<file path="config.mk">
export PLATFORM = sky130hd
export DESIGN_NAME = dmem_responder
export DESIGN_NICKNAME = d
export VERILOG_FILES = /design/src/rtl/dmem_responder.sv
export SDC_FILE = /design/constraint.sdc
export NUM_CORES = 2
export LEC_CHECK = 0
export ABC_CLOCK_PERIOD_IN_PS = 8200
export BUFFER_PORTS_ARGS = -buffer_cell sky130_fd_sc_hd__buf_4
export CORE_ASPECT_RATIO = 0.7
export CORE_MARGIN = 2
export CORE_UTILIZATION = 58
export DETAILED_ROUTE_END_ITERATION = 7
export HOLD_SLACK_MARGIN = 0.1
export PLACE_DENSITY_LB_ADDON = 0.12
export SKIP_LAST_GASP = 1
export SYNTH_ARGS = -nofsm -noshare
export SYNTH_HDL_FRONTEND = slang
export SYNTH_SLANG_ARGS = --single-unit
</file>
<file path="constraint.sdc">
create_clock -name clk -period 8.2 [get_ports clk]
set_clock_uncertainty 0.2 [all_clocks]
set_input_delay 0.82 -clock clk [delete_from_list [all_inputs] [get_ports clk]]
set_output_delay 0.82 -clock clk [all_outputs]
set_load 0.02 [all_outputs]
</file>
<file path="src/rtl/dmem_responder.sv">
// Data-side memory responder: byte-lane RAM plus a 16-byte MMIO window (LED, CYCLE, STORES, SCRATCH).
// Latency: reads are combinational (0 cycles); writes land on the rising edge and are visible next cycle.
// Backpressure: none, every access completes in its own cycle; illegal accesses raise err and are dropped.
module dmem_responder #(
    parameter int unsigned DEPTH     = 64,
    parameter logic [31:0] MMIO_BASE = 32'h0000_1000
) (
    input  logic        clk,
    input  logic        reset,
    input  logic        we,
    input  logic [3:0]  be,
    input  logic [31:0] a,
    input  logic [31:0] wd,
    output logic [31:0] rd,
    output logic        err,
    output logic        err_sticky,
    output logic [7:0]  led
);

    localparam int          AW      = $clog2(DEPTH);
    localparam logic [10:0] DEPTH_W = 11'(DEPTH);

    localparam logic [1:0] OFF_LED     = 2'd0;
    localparam logic [1:0] OFF_CYCLE   = 2'd1;
    localparam logic [1:0] OFF_STORES  = 2'd2;
    localparam logic [1:0] OFF_SCRATCH = 2'd3;

    logic [31:0] mem [DEPTH];
    logic [31:0] cycle_cnt;
    logic [31:0] scratch;
    logic [15:0] stores;

    logic          ram_hit;
    logic          mmio_hit;
    logic [1:0]    reg_off;
    logic [AW-1:0] widx;
    logic          be_legal;
    logic          mmio_viol;
    logic          access;
    logic          ram_wr;
    logic          mmio_wr;
    logic          unused_addr;

    assign ram_hit     = (a[31:12] == 20'h0) && ({1'b0, a[11:2]} < DEPTH_W);
    assign mmio_hit    = (a[31:4] == MMIO_BASE[31:4]);
    assign reg_off     = a[3:2];
    assign widx        = a[AW+1:2];
    assign access      = we || (be != 4'h0);
    assign unused_addr = ^a[1:0];

    always_comb begin
        be_legal = 1'b0;
        case (be)
            4'b0001, 4'b0010, 4'b0100, 4'b1000,
            4'b0011, 4'b1100, 4'b1111: be_legal = 1'b1;
            default:                   be_legal = 1'b0;
        endcase
    end

    always_comb begin
        mmio_viol = 1'b0;
        if (we && mmio_hit) begin
            case (reg_off)
                OFF_LED:    mmio_viol = !be[0];
                OFF_CYCLE:  mmio_viol = (be != 4'hF);
                OFF_STORES: mmio_viol = 1'b1;
                default:    mmio_viol = 1'b0;
            endcase
        end
    end

    // An idle bus (we=0, be=0) may carry any address without flagging it.
    assign err = (we && !be_legal)
               || (access && !ram_hit && !mmio_hit)
               || mmio_viol;

    assign ram_wr  = we && !err && ram_hit;
    assign mmio_wr = we && !err && mmio_hit;

    always_comb begin
        rd = 32'h0;
        if (ram_hit) begin
            rd = mem[widx];
        end else if (mmio_hit) begin
            case (reg_off)
                OFF_LED:    rd = {24'h0, led};
                OFF_CYCLE:  rd = cycle_cnt;
                OFF_STORES: rd = {16'h0, stores};
                default:    rd = scratch;
            endcase
        end
    end

    // The array has no reset; reset still blocks a write landing on an edge it overlaps.
    always_ff @(posedge clk) begin
        if (ram_wr && !reset) begin
            for (int i = 0; i < 4; i++) begin
                if (be[i]) begin
                    mem[widx][8*i +: 8] <= wd[8*i +: 8];
                end
            end
        end
    end

    always_ff @(posedge clk or posedge reset) begin
        if (reset) begin
            led        <= 8'h0;
            err_sticky <= 1'b0;
            cycle_cnt  <= 32'h0;
            stores     <= 16'h0;
            scratch    <= 32'h0;
        end else begin
            err_sticky <= err_sticky | err;

            if (mmio_wr && reg_off == OFF_CYCLE) begin
                cycle_cnt <= wd;
            end else begin
                cycle_cnt <= cycle_cnt + 32'd1;
            end

            if (mmio_wr && reg_off == OFF_LED) begin
                led <= wd[7:0];
            end

            if (mmio_wr && reg_off == OFF_SCRATCH) begin
                for (int i = 0; i < 4; i++) begin
                    if (be[i]) begin
                        scratch[8*i +: 8] <= wd[8*i +: 8];
                    end
                end
            end

            if (ram_wr && stores != 16'hFFFF) begin
                stores <= stores + 16'd1;
            end
        end
    end

endmodule

</file>
After elaboration in Yosys (flattened, before gate mapping)
Memory sizes are Yosys's and may differ from the RTL's.
Index checks and enable logic that the tools add are counted.
{ "classes": {"n_shift": 0, "eq_ne": 13, "bitwise_logic": 1, "reduce_logical": 30, "mux": 19, "multipliers": 0, "div_mod_pow": 0, "addsub": 2, "magnitude_cmp": 1} }
{ "ops": {"columns": ["operator", "n"], "rows": [
  ["$mux 32", 3],
  ["$pmux 32 s3", 1],
  ["$add 32x1->32 const B", 1],
  ["$eq 28x9->1 const B", 1],
  ["$logic_not 20->1", 1],
  ["$add 16x1->16 const B", 1],
  ["$ne 16x16->1 const B", 1],
  ["$mux 1", 14],
  ["$logic_and 1x1->1", 13],
  ["$eq 4x4->1 const B", 3],
  ["$lt 10x7->1 const B", 1],
  ["$eq 4x2->1 const B", 2],
  ["$reduce_and 2->1", 4],
  ["$reduce_or 7->1", 1],
  ["$logic_not 1->1", 6],
  ["$eq 2x2->1 const B", 2],
  ["$eq 4x1->1 const B", 1],
  ["$eq 4x3->1 const B", 1],
  ["$ne 4x4->1 const B", 1],
  ["$reduce_bool 4->1", 1],
  ["$logic_or 1x1->1", 3],
  ["$pmux 1 s3", 1],
  ["$eq 2x1->1 const B", 1],
  ["$logic_not 2->1", 1],
  ["$or 1x1->1", 1]
]} }
{ "totals": {"n_memories": 1, "output_inout_bits": 42, "ram_bits": 2048, "reg_bits": 89, "mem_bits_ro": 0, "latchBits": 0} }
{ "memory_table": {"columns": ["name", "words", "width", "rd", "rd_ports_with_merged_regs", "write_ports", "line_no", "rtl"], "rows": [
  ["mem", 64, 32, 1, 0, 1, "28", "logic [31:0] mem [DEPTH];"]
]} }

Depth between registers and ports, before layout
{ "logic_depth": {"ltp_word": 13, "depth_mapped": 12, "depth_no_buf": 6} }

Least setup slack after synthesis
Ideal clock, no wire load.
{ "synth_path": {"path_kind": "input to output", "startpoint": "in a[4]", "endpoint": "out rd[3]", "arrival_time_ns": 2.943, "n_path_buf": 4, "path_slack_ns": 4.237, "path_stages": 9, "path_cell_list": "buf_2 -> inv_1 -> buf_2 -> buf_2 -> clkbuf_1 -> nand2_1 -> nand4_1 -> o311ai_0 -> o41ai_1"} }
{ "synth_via": {"elab_chain_cells": 3, "word_cells_on_any_way": 6, "classes_between": "1 x order compare; 1 x eq/ne; 2 x mux; 1 x reduce/logical; 1 x memory"} }
{ "synth_lines": {"columns": ["element", "line_no", "rtl"], "rows": [
  ["start: declaration", "12", "input logic [31:0] a,"],
  ["branches (longest 2 deep; another with $mem_v2 64x32)", null, null],
  ["$mux 32 (*)", "82", "if (ram_hit) begin"],
  ["end: declaration", "14", "output logic [31:0] rd,"]
]} }
Every way passes the cells marked *.

Worst setup path after layout
{ "layout_path": {"startpoint": "in a[6]", "endpoint": "out rd[31]"} }
Same word-level chain as after synthesis.

==> flow_metrics.env <==
export IMPL_cp_arrival_ps=4850
export IMPL_fp_row_count=117
export IMPL_core_area_sq_um=145100
export IMPL_yosysWarnings=0
export IMPL_violations="DRC"
export IMPL_max_freq_mhz=170.2
export IMPL_synth_nets=4357
export IMPL_ys_seq_area_share_pct=75.43
export IMPL_critPathCaptureType="output pin"
export IMPL_cts_sinks=2137
export IMPL_synth_edf_count=2048
export IMPL_startpoint_type="input pin"
export IMPL_cts_resized=0
export IMPL_cts_tree="built"
export IMPL_worstPathRequired_ps=7180
export IMPL_power_leakage_nw=29.71
export IMPL_num_vias=46370
export IMPL_grt_usage_pct=35.47
export IMPL_cp_max_fo=32
export IMPL_ir_worst_vdd_mv=0.2201
export IMPL_fin_crit_sh_pct=71.63
export IMPL_total_power_mw=22.03
export IMPL_path_clk_slew_ps=60
export IMPL_clk_latency_ps=850
export IMPL_max_cap_violations=0
export IMPL_grt_pass1_vias=43120
export IMPL_period_needed_ps=5874
export IMPL_grt_overflow=0
export IMPL_power_internal_mw=17.24
export IMPL_top_layer="met5"
export IMPL_max_stage_delay_ps=930
export IMPL_grt_max_degree=78
export IMPL_slew_headroom_pct=9.053
export IMPL_crit_start="a[6]"
export IMPL_gp_congestion=0.9427
export IMPL_fin_util_pct=64.49
export IMPL_met3_length_microns=40960
export IMPL_p_sw_mw=4.794
export IMPL_cp_common_cell="buf_4"
export IMPL_rsz0062_at_grt="no"
export IMPL_ys_seq_elements=2137
export IMPL_seqPwrFrac_pct=54.2
export IMPL_sw_frac_of_total_pct=21.76
export IMPL_cp_top_family="simple AND/OR/NAND/NOR gates"
export IMPL_drv_slew=0
export IMPL_fp_dieArea_sq_um=148800
export IMPL_via_per_inst=7.041
export IMPL_pwr_share_clk_pct=40.8
export IMPL_hp_start="err_sticky"
export IMPL_drc=18
export IMPL_critPathBufInv=3
export IMPL_stdcell_count=6585
export IMPL_postSynth_topFlopCell="edfxtp_1"
export IMPL_synth_area_per_cell_sq_um=19.72
export IMPL_reg2reg_slack_ps=5400
export IMPL_crit_type="in2out"
export IMPL_power_density_nw_per_um2=235.5
export IMPL_first_iter_violations=8098
export IMPL_drtAntennaViolNets=0
export IMPL_slowest_stage="nor2_2"
export IMPL_start_util_pct=58.23
export IMPL_crit_chain="buf_4 -> buf_4 -> or3b_2 -> nor2_2 -> a22oi_1 -> a41o_1 -> o211ai_1 -> buf_4"
export IMPL_status="complete, but fails checks"
export IMPL_placedCellCount=6207
export IMPL_hpwl_microns=167200
export IMPL_syn2layout_area_growth_pct=10.75
export IMPL_setup_tns_ps=0
export IMPL_hold_class="reg2reg"
export IMPL_post_drt_wl_per_cell_microns=39.70
export IMPL_tightest_slew_ps=1361
export IMPL_final_nets=4511
export IMPL_pin_count=113
export IMPL_htree_num_levels=4
export IMPL_synthArstFlopShare_pct=4.165
export IMPL_cts_buffers=191
export IMPL_dieWidth_microns=460.2
export IMPL_die_h_microns=323.3
export IMPL_dr_pass1_iters=8
export IMPL_comb_power_share_pct=5.0
export IMPL_r2r_start="cycle_cnt[14]"
export IMPL_clockBufferDepth=3
export IMPL_antenna_found_initial=28
export IMPL_synth_area_sq_um=84480
export IMPL_setup_viol=0
export IMPL_synth_cell_types=79
export IMPL_n_fill_cell=9771
export IMPL_grt_pass1_wl_microns=355300
export IMPL_wl_met1_microns=99660
export IMPL_wl_microns=261400
export IMPL_fin_hold_ws_ps=278.0
export IMPL_hold_viol_final=0
export IMPL_wl_met2_microns=108100
export IMPL_root_buffer="clkbuf_16"
export IMPL_synthCells=4284
export IMPL_drive_above_1_share_pct=21.99
export IMPL_port_buffers=110
## worst register-to-register path: cells and delay by family (launching register included)
family | cells | cell delay, ps
simple gates | 5 | 1850
flops | 1 | 550
compound gates | 1 | 120
## cell usage after synthesis, types with 6 or more instances
| master | instances | area, sq um |
|---|---|---|
| buf_1 | 17 | 63.81 |
| and2_1 | 10 | 62.56 |
| mux2_2 | 40 | 450.4 |
| a21oi_1 | 77 | 385.4 |
| a221oi_1 | 18 | 157.7 |
| a22o_1 | 26 | 227.7 |
| a22oi_1 | 103 | 773.2 |
| nand2_1 | 159 | 596.8 |
| mux2_1 | 10 | 112.6 |
| edfxtp_1 | 2048 | 61500 |
| dfrtp_1 | 89 | 2227 |
| nor2_1 | 375 | 1408 |
| a2111oi_0 | 7 | 61.31 |
| mux2i_1 | 183 | 1832 |
| buf_6 | 29 | 326.6 |
| a211oi_1 | 10 | 75.07 |
| o21ai_0 | 47 | 235.2 |
| o211ai_1 | 7 | 52.55 |
| nand2b_1 | 9 | 56.30 |
| mux4_2 | 458 | 10310 |
| a31oi_1 | 14 | 87.58 |
| xnor2_1 | 14 | 122.6 |
| nand3_1 | 51 | 255.2 |
| xor2_1 | 29 | 254.0 |
| o32ai_1 | 9 | 78.83 |
| o22ai_1 | 47 | 294.0 |
| nand4_1 | 21 | 131.4 |
| nor4_1 | 14 | 87.58 |
| clkbuf_1 | 78 | 292.8 |
| and3_1 | 15 | 93.84 |
| buf_4 | 27 | 202.7 |
| nor3_1 | 23 | 115.1 |
| buf_2 | 87 | 435.4 |
| nor2b_1 | 11 | 68.82 |
| o221ai_1 | 6 | 52.55 |
| a32oi_1 | 10 | 87.58 |
| inv_1 | 14 | 52.55 |
## state kept, by name (all words and copies together), names as in the netlist
signal,cells
scratch,32
led,8
cycle_cnt,32
err_sticky,1
mem,2048
stores,16
## worst paths after layout
| check | endpoint | cells after the start |
|---|---|---|
| worst min-delay path | err_sticky | 1 |
| worst max register to register | cycle_cnt[31] | 6 |
| worst max-delay path | rd[31] | 8 |
| max in group asynchronous | cycle_cnt[20] | 4 |
| worst min register to register | err_sticky | 1 |
| min in group asynchronous | led[4] | 3 |
## cell families (layout without fill, tap and decap cells)
family                   count (synthesis)  after routing  synth area share [%]
adder cells (fa/ha/maj)                  2              2               0.02962
multiplexers                           691            691                 15.04
other                                    0             19                     0
AND/OR/NAND/NOR                        740            740                 3.954
AO/OA/AOI/OAI                          418            418                 3.449
buffers and inverters                  253            572                 1.644
XOR/XNOR                                43             43                0.4458
flip-flops                            2137           2137                 75.43
## power groups by stage
| stage | clock network, mW | logic (mW) | registers [mW] |
|---|---|---|---|
| after CTS | 9.01 | 1.07 | 11.9 |
| after global routing | 9.43 | 1.12 | 11.9 |
| after detailed placement | 0 | 1.07 | 12.2 |
| after floorplan | 0 | 0.532 | 12.2 |
| final | 8.98 | 1.10 | 11.9 |
| after global placement | 0 | 1.05 | 12.2 |
## metal layers
| layer | vias to the layer above | global-route usage (%) |
|---|---|---|
| met5 | - | 1.218 |
| met4 | 38 | 14.99 |
| met3 | 614 | 15.32 |
| met2 | 3533 | 47.42 |
| met1 | 24230 | 51.06 |
| li1 | 17950 | - |
## through the flow
step,area [sq um],setup slack (ps)
after floorplan,84480,4237
after global placement,87350,2501
after detailed placement,87350,2467
after CTS,93510,2468
after global routing,93510,2268
final,93560,2326
## cells in the final DEF, fill, tap and decap left out, types with 12 or more instances in the layout
master,count
clkinv_1,51
mux4_2,458
edfxtp_1,2048
a22oi_1,103
mux2_2,40
a21oi_1,77
nor3_1,22
buf_12,12
nor2_1,368
xor2_1,29
nor4_1,14
dfrtp_1,89
bufinv_16,18
clkbuf_16,192
nand3_1,51
a22o_1,26
mux2i_1,183
clkinv_2,29
diode_2,19
a31oi_1,14
nand4_1,21
o21ai_0,47
nand2_1,155
xnor2_1,14
and3_1,15
a221oi_1,18
clkbuf_1,40
o22ai_1,47
inv_1,12
buf_4,185
## layout make-up
type / instances / area, sq um / share of cell area, %
antenna: 19 / 47.55 / 0.05082
clock buffer: 240 / 5065 / 5.413
clock inverter: 118 / 1095 / 1.170
inverter: 14 / 57.56 / 0.06152
multi-input combinational: 1894 / 19450 / 20.78
sequential: 2137 / 63730 / 68.11
tap: 1963 / 2456 / 2.625
timing repair buffer: 200 / 1669 / 1.784
## what timing repair did
action	4_1_cts	5_1_grt
buffers inserted	0	0
hold endpoints to repair	19	0
hold buffers	1	0
Note: power is estimated with default switching activity, not from simulation.
